## src/rtl/min4_pkg.sv

```systemverilog
// Shared constants and types for the 4-lane minimum group collector.
package min4_pkg;

    localparam int WIDTH = 8;
    localparam int LANES = 4;
    localparam logic [WIDTH-1:0] PAD = {WIDTH{1'b1}};

    typedef logic [WIDTH-1:0] lane_t;

    typedef enum logic {
        FILL = 1'b0,
        HOLD = 1'b1
    } state_t;

endpackage

```

## src/rtl/min4_group_collector_if.sv

```systemverilog
// Input sample stream and output group stream of the min4 group collector.
interface min4_group_collector_if #(
    parameter int WIDTH = 8
);
    logic                 in_valid;
    logic                 in_ready;
    logic [WIDTH-1:0]     in_data;
    logic                 in_last;
    logic                 out_valid;
    logic                 out_ready;
    logic [4*WIDTH-1:0]   out_lanes;
    logic [2:0]           out_count;
    logic [WIDTH-1:0]     out_min;
    logic [7:0]           out_seq;

    modport master (
        output in_valid, in_data, in_last, out_ready,
        input  in_ready, out_valid, out_lanes, out_count, out_min, out_seq
    );

    modport slave (
        input  in_valid, in_data, in_last, out_ready,
        output in_ready, out_valid, out_lanes, out_count, out_min, out_seq
    );
endinterface

```

## src/rtl/min4_select.sv

```systemverilog
// Combinational unsigned minimum of four packed lanes {a,b,c,d}; ties keep the earlier lane.
module min4_select #(
    parameter int WIDTH = 8
) (
    input  logic [4*WIDTH-1:0] lanes,
    output logic [WIDTH-1:0]   min_val
);
    logic [WIDTH-1:0] a, b, c, d, min_ab, min_cd;

    assign a = lanes[4*WIDTH-1:3*WIDTH];
    assign b = lanes[3*WIDTH-1:2*WIDTH];
    assign c = lanes[2*WIDTH-1:WIDTH];
    assign d = lanes[WIDTH-1:0];

    assign min_ab  = (b < a) ? b : a;
    assign min_cd  = (d < c) ? d : c;
    assign min_val = (min_cd < min_ab) ? min_cd : min_ab;
endmodule

```

## src/rtl/min4_group_collector.sv

```systemverilog
// Packs a serial sample stream into 4-lane groups with count, sequence and minimum.
// Optional MIN4_GROUP_PASSTHRU_EN lets a new group start on the output handshake cycle.
module min4_group_collector #(
    parameter int               WIDTH = min4_pkg::WIDTH,
    parameter logic [WIDTH-1:0] PAD   = {WIDTH{1'b1}}
) (
    input logic                   clk,
    input logic                   reset,
    min4_group_collector_if.slave bus
);
    import min4_pkg::*;

    state_t             state, state_n;
    logic [1:0]         idx, idx_n;
    logic [4*WIDTH-1:0] lanes, lanes_n;
    logic [2:0]         count, count_n;
    logic [7:0]         seq, seq_n;
    logic               in_ready_c;
    logic               accept;

    always_ff @(posedge clk) begin
        if (reset) begin
            state <= FILL;
            idx   <= 2'd0;
            lanes <= {4{PAD}};
            count <= 3'd0;
            seq   <= 8'd0;
        end else begin
            state <= state_n;
            idx   <= idx_n;
            lanes <= lanes_n;
            count <= count_n;
            seq   <= seq_n;
        end
    end

    always_comb begin
        in_ready_c = 1'b1;
        if (state == HOLD) begin
`ifdef MIN4_GROUP_PASSTHRU_EN
            in_ready_c = bus.out_ready;
`else
            in_ready_c = 1'b0;
`endif
        end
    end

    assign accept = bus.in_valid & in_ready_c;

    always_comb begin
        state_n = state;
        idx_n   = idx;
        lanes_n = lanes;
        count_n = count;
        seq_n   = seq;
        case (state)
            FILL: begin
                if (accept) begin
                    for (int i = 0; i < LANES; i++) begin
                        if (idx == 2'(i))
                            lanes_n[(LANES-1-i)*WIDTH +: WIDTH] = bus.in_data;
                    end
                    if (idx == 2'(LANES-1) || bus.in_last) begin
                        state_n = HOLD;
                        count_n = {1'b0, idx} + 3'd1;
                    end else begin
                        idx_n = idx + 2'd1;
                    end
                end
            end
            HOLD: begin
                if (bus.out_ready) begin
                    state_n = FILL;
                    idx_n   = 2'd0;
                    lanes_n = {4{PAD}};
                    seq_n   = seq + 8'd1;
`ifdef MIN4_GROUP_PASSTHRU_EN
                    // Accept here implies the handshake, so the new sample opens the next group.
                    if (accept) begin
                        lanes_n = {bus.in_data, {3{PAD}}};
                        idx_n   = 2'd1;
                        if (bus.in_last) begin
                            state_n = HOLD;
                            count_n = 3'd1;
                        end
                    end
`endif
                end
            end
            default: state_n = FILL;
        endcase
    end

    min4_select #(.WIDTH(WIDTH)) u_min4_select (
        .lanes   (lanes),
        .min_val (bus.out_min)
    );

    assign bus.in_ready  = in_ready_c;
    assign bus.out_valid = (state == HOLD);
    assign bus.out_lanes = lanes;
    assign bus.out_count = count;
    assign bus.out_seq   = seq;
endmodule

```

## src/flat_wrapper.sv

```systemverilog
// flat-port wrapper written by rule: the top's interface ports become plain ports
module min4_group_collector_flat import min4_pkg::*;
#(
    parameter int               WIDTH = min4_pkg::WIDTH,
    parameter logic [WIDTH-1:0] PAD   = {WIDTH{1'b1}}
)
  (clk, reset, bus_in_valid, bus_in_data, bus_in_last, bus_out_ready, bus_in_ready, bus_out_valid, bus_out_lanes, bus_out_count, bus_out_min, bus_out_seq);
  min4_group_collector_if #(.WIDTH(WIDTH)) bus_i ();
  input logic clk;
  input logic reset;
  input wire logic [$bits(bus_i.in_valid)-1:0] bus_in_valid;
  input wire logic [$bits(bus_i.in_data)-1:0] bus_in_data;
  input wire logic [$bits(bus_i.in_last)-1:0] bus_in_last;
  input wire logic [$bits(bus_i.out_ready)-1:0] bus_out_ready;
  output wire logic [$bits(bus_i.in_ready)-1:0] bus_in_ready;
  output wire logic [$bits(bus_i.out_valid)-1:0] bus_out_valid;
  output wire logic [$bits(bus_i.out_lanes)-1:0] bus_out_lanes;
  output wire logic [$bits(bus_i.out_count)-1:0] bus_out_count;
  output wire logic [$bits(bus_i.out_min)-1:0] bus_out_min;
  output wire logic [$bits(bus_i.out_seq)-1:0] bus_out_seq;
  assign bus_i.in_valid = bus_in_valid;
  assign bus_i.in_data = bus_in_data;
  assign bus_i.in_last = bus_in_last;
  assign bus_i.out_ready = bus_out_ready;
  assign bus_in_ready = bus_i.in_ready;
  assign bus_out_valid = bus_i.out_valid;
  assign bus_out_lanes = bus_i.out_lanes;
  assign bus_out_count = bus_i.out_count;
  assign bus_out_min = bus_i.out_min;
  assign bus_out_seq = bus_i.out_seq;
  min4_group_collector #(.WIDTH(WIDTH), .PAD(PAD)) u_core (.clk(clk), .reset(reset), .bus(bus_i));
endmodule
```

## config.mk

```make
export PLATFORM = sky130hd
export DESIGN_NAME = min4_group_collector_flat
export DESIGN_NICKNAME = d
export VERILOG_FILES = /design/src/rtl/min4_pkg.sv /design/src/rtl/min4_group_collector_if.sv /design/src/rtl/min4_select.sv /design/src/rtl/min4_group_collector.sv /design/src/flat_wrapper.sv
export SDC_FILE = /design/constraint.sdc
export NUM_CORES = 1
export LEC_CHECK = 0
export CORE_ASPECT_RATIO = 1.2
export CORE_UTILIZATION = 54
export DETAILED_ROUTE_END_ITERATION = 8
export PLACE_DENSITY_LB_ADDON = 0.2
export SLEW_MARGIN = 25
export SYNTH_ARGS = -nofsm -noshare
export SYNTH_HDL_FRONTEND = slang
export SYNTH_SLANG_ARGS = --single-unit
```

## constraint.sdc

```tcl
create_clock -name clk -period 13.8 [get_ports clk]
set_clock_uncertainty 0.05 [all_clocks]
set_input_delay 4.14 -clock clk [delete_from_list [all_inputs] [get_ports clk]]
set_output_delay 4.14 -clock clk [all_outputs]
set_load 0.01 [all_outputs]
```

---- Word-level counts from Yosys, hierarchy flattened ----
Index checks and enable logic that the tools add are counted.
operators by class
  eq/ne operators ......................... 10
  add/subtract/negate cells ............... 3
  $lt $le $gt $ge ......................... 3
  muxes and demuxes ....................... 19
  bitwise logic cells ..................... 2
  reduce and logical (&&, ||, !) cells .... 9
operators by type and width
  operator                                                         count
  32-bit two-way mux                                               2
  32-bit case mux with 2 select lines                              1
  8-bit two-way mux                                                7
  8-bit < comparator                                               3
  3-bit AND reduction                                              6
  2-bit by 1-bit != test with 1-bit output, second input constant  5
  8-bit by 1-bit adder with 8-bit output, second input constant    1
  2-bit two-way mux                                                3
  2-bit == test, second input constant                             2
  1-bit two-way mux                                                4
  2-bit != test, second input constant                             2
  2-bit case mux with 2 select lines                               1
  2-bit by 1-bit adder with 3-bit output, second input constant    1
  2-bit by 1-bit adder with 2-bit output, second input constant    1
  2-bit by 1-bit == test with 1-bit output, second input constant  1
  2-bit zero test                                                  1
  1-bit case mux with 2 select lines                               1
  2-bit AND reduction                                              1
  1-bit AND                                                        1
  1-bit logical OR                                                 1
  1-bit inverter                                                   1
word-level totals
  input port bits ......................... 13
  register bits after elaboration ......... 46

---- Logic depth before layout (Yosys ltp) ----
Gate-level depths: netlist of run 1.
  depth after elaboration ................. 5
  mapped depth ............................ 16

---- By module ----
From an unflattened synthesis of run 1, not the netlist that was laid out.
second synthesis, totals
  cells, all modules ...................... 322
  area total of the unflattened synthesis .. 2768.9 µm²
modules (own cells, without submodules)
  module                seq. area each (µm²)  area an instance (µm²)  times used  cells each
  min4_group_collector  920.9                 1948.1                  1           224
  min4_select           0.0                   820.8                   1           98

---- Least setup slack after synthesis of run 1 ----
No wires, ideal clock.
  path kind ............................... register -> output
  from .................................... register u_core.lanes[10] (netlist: u_core.bus.out_lanes[10])
  to ...................................... output bus_out_min[1]
  arrival time ............................ 3273 ps
  slack ................................... 6337 ps
  cell stages (with the launch flop) ...... 16
  required time ........................... 9610 ps
  path through ............................ dfxtp_1 inv_1 ha_1 a211oi_1 o21ai_1 a211oi_4 clkbuf_1 nor2_1 a21oi_1 inv_1 ha_1 nand4_1 nor2_1 mux2i_1 a31oi_4 mux2i_1
on the way
  word-level cells in the longest chain between the ends .. 4
RTL lines
  what                    line                        RTL
  start, declared         min4_group_collector.sv:15  logic [4*WIDTH-1:0] lanes, lanes_n;
  start signal, assigned  min4_group_collector.sv:25  lanes <= {4{PAD}};
  start signal, assigned  min4_group_collector.sv:31  lanes <= lanes_n;
  8-bit < comparator      min4_select.sv:16           assign min_cd = (d < c) ? d : c;
  8-bit two-way mux *     min4_select.sv:16
  8-bit < comparator      min4_select.sv:17           assign min_val = (min_cd < min_ab) ? min_cd : min_ab;
  8-bit two-way mux *     min4_select.sv:17
  end, declared           flat_wrapper.sv:19          output wire logic [$bits(bus_i.out_min)-1:0] bus_out_min;
Mark *: on every way between the ends. The rest lies on a longest branch, timed or not.

---- Worst setup path in the final report of run 1 ----
  from .................................... register u_core.lanes[10] (netlist: u_core.bus.out_lanes[10])
  to ...................................... output bus_out_min[7]
The elaborated chain is that of the path after synthesis.

==> metrics, run 1 <==
endpoints failing setup=0; number of routed nets with antenna violations=0; asr flop ratio synth=0%; Die W=66.7 um; maxcap violations=0; global routing's busiest layer=met2; share of power burned in the clock network=26.0%; drt pass-1 iters=4; core area=4700 sq um; number of flops mapped to enable cells by yosys=0; Die Ht=79.7 um; fin crit share=62.2%; Worst-Margin Slew=0.610 ns; GR Overflow Total=0; crit path buf inv count=3; worst-path maximum fanout=17; crit path DAT=4.39 ns; Final Hold Vio Count=0; routability cong.=0.828; H-tree Lvls=2; maximum vdd drop=58.1 uV; max_slew headroom=59.2%; Placed Area=3380 sq um; switch share=30.3%; NetSw=0.0000967 W; Post-CTS Resized=0; wirelength, routed=6790 um; Max Freq=0.117 GHz; DR iter-0 viols=114; CTS clk-pin slew, worst paths=0.08 ns; Min-Delay Path Class=flop to flop; synthesized net count=376; share of cells above drive strength 1=3.29%; register bit total from synthesis=46; largest net degree at the start of global routing=47; # clock sinks=46; CP delay by family, top=compound AO/OA/AOI/OAI gates; DP Worst Slack=5.58 ns; starting density of the core=57.8%; Worst setup SP type=flop; via/cell ratio=5.59; Cell variety after synth=31; share of the yosys chip area belonging to registers=33.9%; detailed-route DRC error count=0; CP Capture Type=output port; Root Buffer=clkbuf_8; GRT met2 Usage=46.4%; post-route cell area=3470 sq um; Syn Inst Count=337; synth top area cells=dfxtp_1 (34%), ha_1 (12%), o21bai_1 (8.8%); final setup margin=5.22 ns; Synth warnings=0; Total Nets Final=433; syn_area_per_cell=8.06 sq um; largest area contributor in the netlist=dfxtp_1; WL per Instance=15.0 um; first-pass GRT wire length=11100 um; P_int=0.000222 W; Final Non-Filler Cells=453; sequential fraction of design power=43.9%; predominant post-synthesis flop cell=dfxtp_1; synthesized area=2720 sq um; total number of vias=2531; unrepaired setup endpoints after global routing=no; max-slew violation count=0; setup TNS=0 ns; Die ar.=5320 sq um; I/O Buffers=65; CTS tree=done; Global Route Usage Sum=27.4%; Placed Cells=445; CP required=9.61 ns; clk_lat worst skew=0.29 ns; slowest cell on the critical path=a211oi_4; Final Critical Period=8.58 ns; Leak=1.65 nW; PwrDens=91.9 nW/um^2; combinational share of power=30.1%; Synth top area share=33.9%; post-layout power=0.000319 W; Num CTS Buffers=5; Core Rows=27; CP max stage delay=0.59 ns; I/O pins=66; status=completed; worst path cell trace=inv_1 -> ha_1 -> a211oi_1 -> o21ai_1 -> a211oi_4 -> nor2_1 -> a21oi_1 -> inv_1 -> ha_1 -> nand4_1 -> nor2_1 -> mux2i_1 -> a31oi_4 -> mux2i_1 -> clkdlybuf4s50_1; Inserted Diodes=0; met3 Usage GRT=3.43%; Post-CTS Setup Inserts=0; critical path class=flop to output port; deepest clock path buffer count=2; DPL Wire Length=5130 um; initial antenna violation count=0; vias in the first global route=2339; routing usage on met1=35.3%; hold_buf cts=0; area grow syn2layout=27.8%
cells in the mapped netlist, types with 3 or more instances:
cell type / number
clkbuf_1: 15
nand2b_1: 3
mux2i_1: 18
nand2_1: 13
a211oi_1: 3
dfxtp_1: 46
xor2_1: 4
nor3_1: 35
nand4_1: 6
o21ai_0: 5
a21oi_1: 21
and2_1: 5
inv_1: 27
o21bai_1: 32
ha_1: 26
nor2_1: 60
layout by cell type, fill, tap and decap left out, types with 4 or more instances in the layout:
cell type and n:
clkbuf_8 6, clkdlybuf4s50_1 65, o21bai_1 32, mux2i_1 18, inv_1 27, and2_1 5
nand2_1 13, o21ai_0 5, nor2_1 60, dfxtp_1 46, ha_1 26, xor2_1 4
a21oi_1 21, nor3_1 35, nand4_1 6
per-layer routing:
metal | vias to the layer above | wire length (um)
met5 | - | 0
met4 | 0 | 159
met3 | 11 | 355
met2 | 84 | 3430
met1 | 1170 | 2850
li1 | 1266 | -
final cells by class:
| type | count | area [sq um] |
|---|---|---|
| multi-input combinational | 247 | 1620 |
| fill | 358 | 1220 |
| sequential | 46 | 921 |
| timing repair buffer | 67 | 666 |
| inverter | 27 | 101 |
| clock buffer | 7 | 86.3 |
| tap | 58 | 72.6 |
| clock inverter | 1 | 5.00 |
final timing paths:
kind                                                             from                              endpoint  slack (ns)  depth (start not counted)
worst min-delay path             u_core.bus.out_count[2]$_SDFFE_PP0P_  u_core.bus.out_count[2]$_SDFFE_PP0P_        0.44                          2
worst min register to register   u_core.bus.out_count[2]$_SDFFE_PP0P_  u_core.bus.out_count[2]$_SDFFE_PP0P_        0.44                          2
worst max-delay path            u_core.bus.out_lanes[10]$_SDFFE_PP1P_                        bus_out_min[7]        5.22                         15
worst max register to register        u_core.bus.out_valid$_SDFF_PP0_    u_core.bus.out_seq[5]$_SDFFE_PP0P_       11.96                          5
sequential cells by signal (all words and copies together), names as in the netlist:
register,flops
u_core.bus.out_count,3
u_core.bus.out_lanes,32
u_core.bus.out_seq,8
u_core.bus.out_valid,1
u_core.idx,2
power groups by stage:
stage | logic [W] | registers (W) | clock network, W
floorplan | 0.0000669 | 0.000144 | 0
global placement | 0.0000927 | 0.000143 | 0
detailed placement | 0.0000955 | 0.000143 | 0
CTS | 0.0000959 | 0.000140 | 0.0000839
global route | 0.000104 | 0.000141 | 0.0000896
finish | 0.0000960 | 0.000140 | 0.0000828
stage by stage:
stage                     hold WS, ns  utilization, %
final                           0.443            73.9
after global routing            0.475            73.9
after CTS                       0.451            73.9
after detailed placement        0.434            72.0
after global placement          0.420            72.0
after floorplan                 0.452               -
kinds of logic after synthesis:
family / after synthesis / synth area share, %
flip-flops: 46 / 33.9
multiplexers: 18 / 6.63
adder cells (fa/ha/maj): 26 / 12.0
AND/OR/NAND/NOR: 128 / 21.2
AO/OA/AOI/OAI: 70 / 18.2
XOR/XNOR: 5 / 1.61
buffers and inverters: 44 / 6.49
tightest hold or removal path: cells and delay by family, from the launching register on:
kind / cells / cell delay (ns)
and+or+nand+nor: 1 / 0.07
DFF: 1 / 0.33
AOI/OAI and AO/OA: 1 / 0.06
(Power assumes the default switching activity.)
==> run 2, diff against run 1 <==
- CORE_UTILIZATION: 54 -> 50
- clock period: 13.8 -> 8.9 ns (I/O delays scaled with it)
==> metrics, run 2 (synthesis results as in run 1) <==
status=completed; core area=5260 sq um (+12%); detailed-route DRC error count=0 (unchanged); Hold Crit Start=u_core.bus.out_seq[1]$_SDFFE_PP0P_; CP Capture Type=output port; Die ar.=5730 sq um (+7.8%); Inserted Diodes=0 (unchanged); WL per Instance=14.5 um (-3.1%); DR iter-0 viols=68 (-40%); R2R setup slack=7.03 ns (-4.93 ns); H-tree Lvls=2 (unchanged); hold_buf cts=0 (unchanged); routability cong.=0.842 (+1.6%); vias in the first global route=2240 (-4.2%); CP max stage delay=0.60 ns (about the same); Die W=69.3 um (+3.8%); GR Overflow Total=0 (unchanged); unrepaired setup endpoints after global routing=no; slowest cell on the critical path=a211oi_4; area grow syn2layout=28.7%; worst hold path stage count=2 (unchanged); Post-CTS Resized=0 (unchanged); initial antenna violation count=0 (unchanged); Worst setup SP type=flop; share of cells above drive strength 1=3.54% (+0.25 points); clk_lat worst skew=0.30 ns (about the same); Num CTS Buffers=5 (unchanged); Post-CTS Setup Inserts=0 (unchanged); fin crit share=80.2%; CTS clk-pin slew, worst paths=0.09 ns (about the same); number of flip-flops under the largest register name=32 (unchanged); max_slew headroom=58.8% (-0.36 points); number of routed nets with antenna violations=0 (unchanged); PwrDens=149 nW/um^2 (+62%); Total Nets Final=433 (unchanged); drt pass-1 iters=4 (unchanged); via/cell ratio=5.44 (-2.6%); Max Freq=0.140 GHz; crit path DAT=4.42 ns (+0.03 ns); largest net degree at the start of global routing=47 (unchanged); maximum vdd drop=116 uV (+99%); CTS tree=done; worst reg2reg path startpoint=u_core.bus.out_valid$_SDFF_PP0_; worst-path maximum fanout=17 (unchanged); DPL Wire Length=5050 um (-1.7%); starting density of the core=51.6% (-6.2 points); worst path cell trace=inv_1 -> ha_1 -> a211oi_1 -> o21ai_1 -> a211oi_4 -> nor2_1 -> a21oi_1 -> inv_1 -> ha_1 -> nand4_1 -> nor2_1 -> mux2i_1 -> a31oi_4 -> mux2i_1 -> clkdlybuf4s50_1; # clock sinks=46 (unchanged); reg2reg end=u_core.bus.out_seq[7]$_SDFFE_PP0P_; Min-Delay Path Class=flop to flop; most frequent cells in the layout=clkdlybuf4s50_1 (65), nor2_1 (60), dfxtp_1 (46), nor3_1 (35), o21bai_1 (32); Hold WS=0.445 ns (+0.00137 ns); max-slew violation count=0 (unchanged); total number of vias=2487 (-1.7%); Die Ht=82.7 um (+3.8%); deepest clock path buffer count=2 (unchanged); Placed Area=3380 sq um (+0.15%); Hold Crit Endpoint=u_core.bus.out_seq[1]$_SDFFE_PP0P_; Core Rows=29 (+7.4%); Final Hold Vio Count=0 (unchanged); first-pass GRT wire length=10600 um (-5.0%); Final Critical Period=7.14 ns; Worst R2R Path Depth=5 (unchanged); maxcap violations=0 (unchanged); CP required=6.18 ns (-3.43 ns); post-route cell area=3500 sq um (+0.76%); endpoints failing setup=0 (unchanged); I/O Buffers=65 (unchanged); leading cell type in the layout, fill and taps excluded=clkdlybuf4s50_1; Worst-Margin Slew=0.611 ns (+0.000905 ns); Leak=1.66 nW (+0.62%); setup TNS=0 ns (unchanged); Global Route Usage Sum=23.4% (-4.0 points); I/O pins=66 (unchanged); critical path class=flop to output port; Root Buffer=clkbuf_8; wirelength, routed=6640 um (-2.2%)
-- run 2: cell count changes in the layout (fill, tap and decap cells not counted) --
cell,delta
bufinv_16,+1
clkbuf_1,-1
clkbuf_8,-1
inv_6,+1
-- run 2: worst max-delay path by stage --
stage	startpoint	to	slack, ns	depth (start not counted)
detailed placement	u_core.bus.out_lanes[10]$_SDFFE_PP1P_	bus_out_min[1]	2.10	15
global route	u_core.bus.out_lanes[10]$_SDFFE_PP1P_	bus_out_min[1]	1.33	15
CTS	u_core.bus.out_lanes[10]$_SDFFE_PP1P_	bus_out_min[1]	1.75	15
global placement	u_core.bus.out_lanes[10]$_SDFFE_PP1P_	bus_out_min[2]	2.25	15
finish	u_core.bus.out_lanes[10]$_SDFFE_PP1P_	bus_out_min[3]	1.76	15
floorplan	u_core.bus.out_lanes[10]$_SDFFE_PP1P_	bus_out_min[1]	2.91	15
-- run 2: routing by layer --
layer | routed length (um) | vias to the layer above | global-route usage (%)
li1 | - | 1265 | -
met1 | 2930 | 1129 | 27.9
met2 | 3200 | 77 | 41.8
met3 | 259 | 16 | 3.03
met4 | 245 | 0 | 11.4
met5 | 0 | - | 0
-- run 2: final cells by class --
class	count	area, sq um
fill	472	1760
multi-input combinational	247	1620
sequential	46	921
timing repair buffer	67	666
inverter	27	101
tap	62	77.6
clock buffer	5	68.8
clock inverter	3	43.8
-- run 2: critical path, delay by kind of cell, from the launching register on --
family,cells,cell delay (ns)
multiplexers,2,0.34
AND/OR/NAND/NOR,3,0.44
adder cells (fa/ha/maj),2,0.63
flip-flops,1,0.37
AO/OA/AOI/OAI,5,1.64
buffers and inverters,3,0.71
-- run 2: through the flow --
stage	power (W)	util (%)	setup slack, ns	std cells
6_report	0.000521	66.5	1.76	457
5_1_grt	0.000547	66.5	1.33	457
4_1_cts	0.000526	66.5	1.75	457
3_5_place_dp	0.000370	64.3	2.10	449
3_3_place_gp	0.000367	64.3	2.25	449
2_1_floorplan	0.000326	-	2.91	337
-- run 2: where the power goes --
group          switching (W)  total [W]  internal, W
registers         0.00000621   0.000217     0.000211
logic              0.0000761   0.000147    0.0000709
clock network      0.0000728   0.000157    0.0000842
==> run 3, diff against run 2 <==
- clock period: 8.9 -> 7 ns (I/O delays scaled with it)
==> metrics, run 3 (synthesis results as in run 1) <==
status=completed; drt pass-1 iters=4 (unchanged); maxcap violations=0 (unchanged); Final Hold Vio Count=0 (unchanged); Die Ht=82.7 um (unchanged); max-slew violation count=0 (unchanged); # clock sinks=46 (unchanged); deepest clock path buffer count=2 (unchanged); CP required=4.85 ns (-1.33 ns); Max Freq=0.151 GHz; setup TNS=0 ns (unchanged); crit path DAT=4.45 ns (+0.03 ns); Total Nets Final=433 (unchanged); Core Rows=29 (unchanged); routability cong.=0.842 (about the same); via/cell ratio=5.39 (-0.88%); unrepaired setup endpoints after global routing=no; Inserted Diodes=0 (unchanged); first-pass GRT wire length=10500 um (-0.79%); Die W=69.3 um (unchanged); WL per Instance=14.5 um (about the same); Worst-Margin Slew=0.629 ns (+0.0181 ns); initial antenna violation count=0 (unchanged); Worst setup SP type=flop; most frequent cells in the layout=clkdlybuf4s50_1 (65), nor2_1 (60), dfxtp_1 (46), nor3_1 (35), o21bai_1 (32); Global Route Usage Sum=23.3% (-0.079 points); H-tree Lvls=2 (unchanged); P_int=0.000429 W (+17%); worst-path maximum fanout=17 (unchanged); sequential fraction of design power=44.1% (+2.4 points); wirelength, routed=6630 um (about the same); combinational share of power=29.8% (+1.6 points); Min-Delay Path Class=flop to flop; Die ar.=5730 sq um (unchanged); CTS tree=done; Placed Area=3380 sq um (unchanged); max_slew headroom=57.9% (-0.91 points); leading cell type in the layout, fill and taps excluded=clkdlybuf4s50_1; Post-CTS Setup Inserts=0 (unchanged); Root Buffer=clkbuf_8; CP Capture Type=output port; number of flip-flops under the largest register name=32 (unchanged); largest net degree at the start of global routing=47 (unchanged); share of cells above drive strength 1=3.54% (unchanged); switch share=31.5% (+1.8 points); number of routed nets with antenna violations=0 (unchanged); Num CTS Buffers=5 (unchanged); starting density of the core=51.6% (unchanged); hold_buf cts=0 (unchanged); NetSw=0.000198 W (+27%); Leak=1.65 nW (-0.87%); GR Overflow Total=0 (unchanged); DPL Wire Length=5020 um (-0.49%); Final Critical Period=6.60 ns; post-route cell area=3470 sq um (-0.64%); Post-CTS Resized=0 (unchanged); endpoints failing setup=0 (unchanged); detailed-route DRC error count=0 (unchanged); area grow syn2layout=27.9%; I/O Buffers=65 (unchanged); clk_lat worst skew=0.30 ns (about the same); maximum vdd drop=144 uV (+25%); I/O pins=66 (unchanged); vias in the first global route=2230 (-0.45%); share of power burned in the clock network=26.0% (-4.1 points); total number of vias=2465 (-0.88%); PwrDens=180 nW/um^2 (+21%); critical path class=flop to output port; CTS clk-pin slew, worst paths=0.09 ns (about the same); DR iter-0 viols=51 (-25%); core area=5260 sq um (unchanged); fin crit share=94.4%
run 3: cell types whose count changed in the layout (fill, tap and decap cells not counted):
| cell | change |
|---|---|
| bufinv_16 | -1 |
| clkinv_4 | +1 |
| clkinvlp_4 | +1 |
| inv_6 | -1 |
run 3: cell type report:
type / instances / area, sq um
clock buffers: 5 / 68.8
clock inverters: 3 / 21.3
fillers: 470 / 1790
inverters: 27 / 101
multi-input cells: 247 / 1620
flip-flops and latches: 46 / 921
well taps: 62 / 77.6
repair buffers: 67 / 666
run 3: per-stage QoR:
| stage | power, W | util (%) | hold WS [ns] | instances | setup slack, ns |
|---|---|---|---|---|---|
| floorplan | 0.000415 | - | 0.452 | 337 | 1.58 |
| global placement | 0.000467 | 64.3 | 0.423 | 449 | 0.920 |
| detailed placement | 0.000470 | 64.3 | 0.433 | 449 | 0.752 |
| CTS | 0.000631 | 66.0 | 0.447 | 457 | 0.391 |
| global route | 0.000659 | 66.0 | 0.475 | 457 | 0.0206 |
| finish | 0.000626 | 66.0 | 0.440 | 457 | 0.395 |
run 3: worst paths after layout:
| kind | from | to | slack, ns | cells after the start |
|---|---|---|---|---|
| min reg2reg | u_core.bus.out_seq[1]$_SDFFE_PP0P_ | u_core.bus.out_seq[1]$_SDFFE_PP0P_ | 0.44 | 2 |
| max reg2reg | u_core.bus.out_valid$_SDFF_PP0_ | u_core.bus.out_seq[7]$_SDFFE_PP0P_ | 5.13 | 5 |
| max | u_core.bus.out_lanes[10]$_SDFFE_PP1P_ | bus_out_min[3] | 0.40 | 15 |
| min | u_core.bus.out_seq[1]$_SDFFE_PP0P_ | u_core.bus.out_seq[1]$_SDFFE_PP0P_ | 0.44 | 2 |
run 3: metal layers:
metal  wire length [um]  vias to the layer above  GRT usage [%]
met1               2950                     1124           27.3
met2               3190                       60           41.7
met4                229                        0           12.2
met3                263                       14           3.40
li1                   -                     1267              -
met5                  0                        -              0
run 3: power by group through the flow:
| stage | combinational (W) | clock [W] | sequential (W) |
|---|---|---|---|
| floorplan | 0.000132 | 0 | 0.000283 |
| global placement | 0.000185 | 0 | 0.000282 |
| detailed placement | 0.000188 | 0 | 0.000282 |
| CTS | 0.000188 | 0.000167 | 0.000276 |
| global route | 0.000203 | 0.000178 | 0.000278 |
| finish | 0.000187 | 0.000163 | 0.000276 |
run 3: worst max-delay path, stage by stage (launching register included):
cell,delay (ns)
dfxtp_1,0.37
inv_1,0.07
ha_1,0.29
a211oi_1,0.23
o21ai_1,0.14
a211oi_4,0.59
nor2_1,0.09
a21oi_1,0.32
inv_1,0.08
ha_1,0.34
nand4_1,0.21
nor2_1,0.14
mux2i_1,0.11
a31oi_4,0.36
mux2i_1,0.24
clkdlybuf4s50_1,0.56
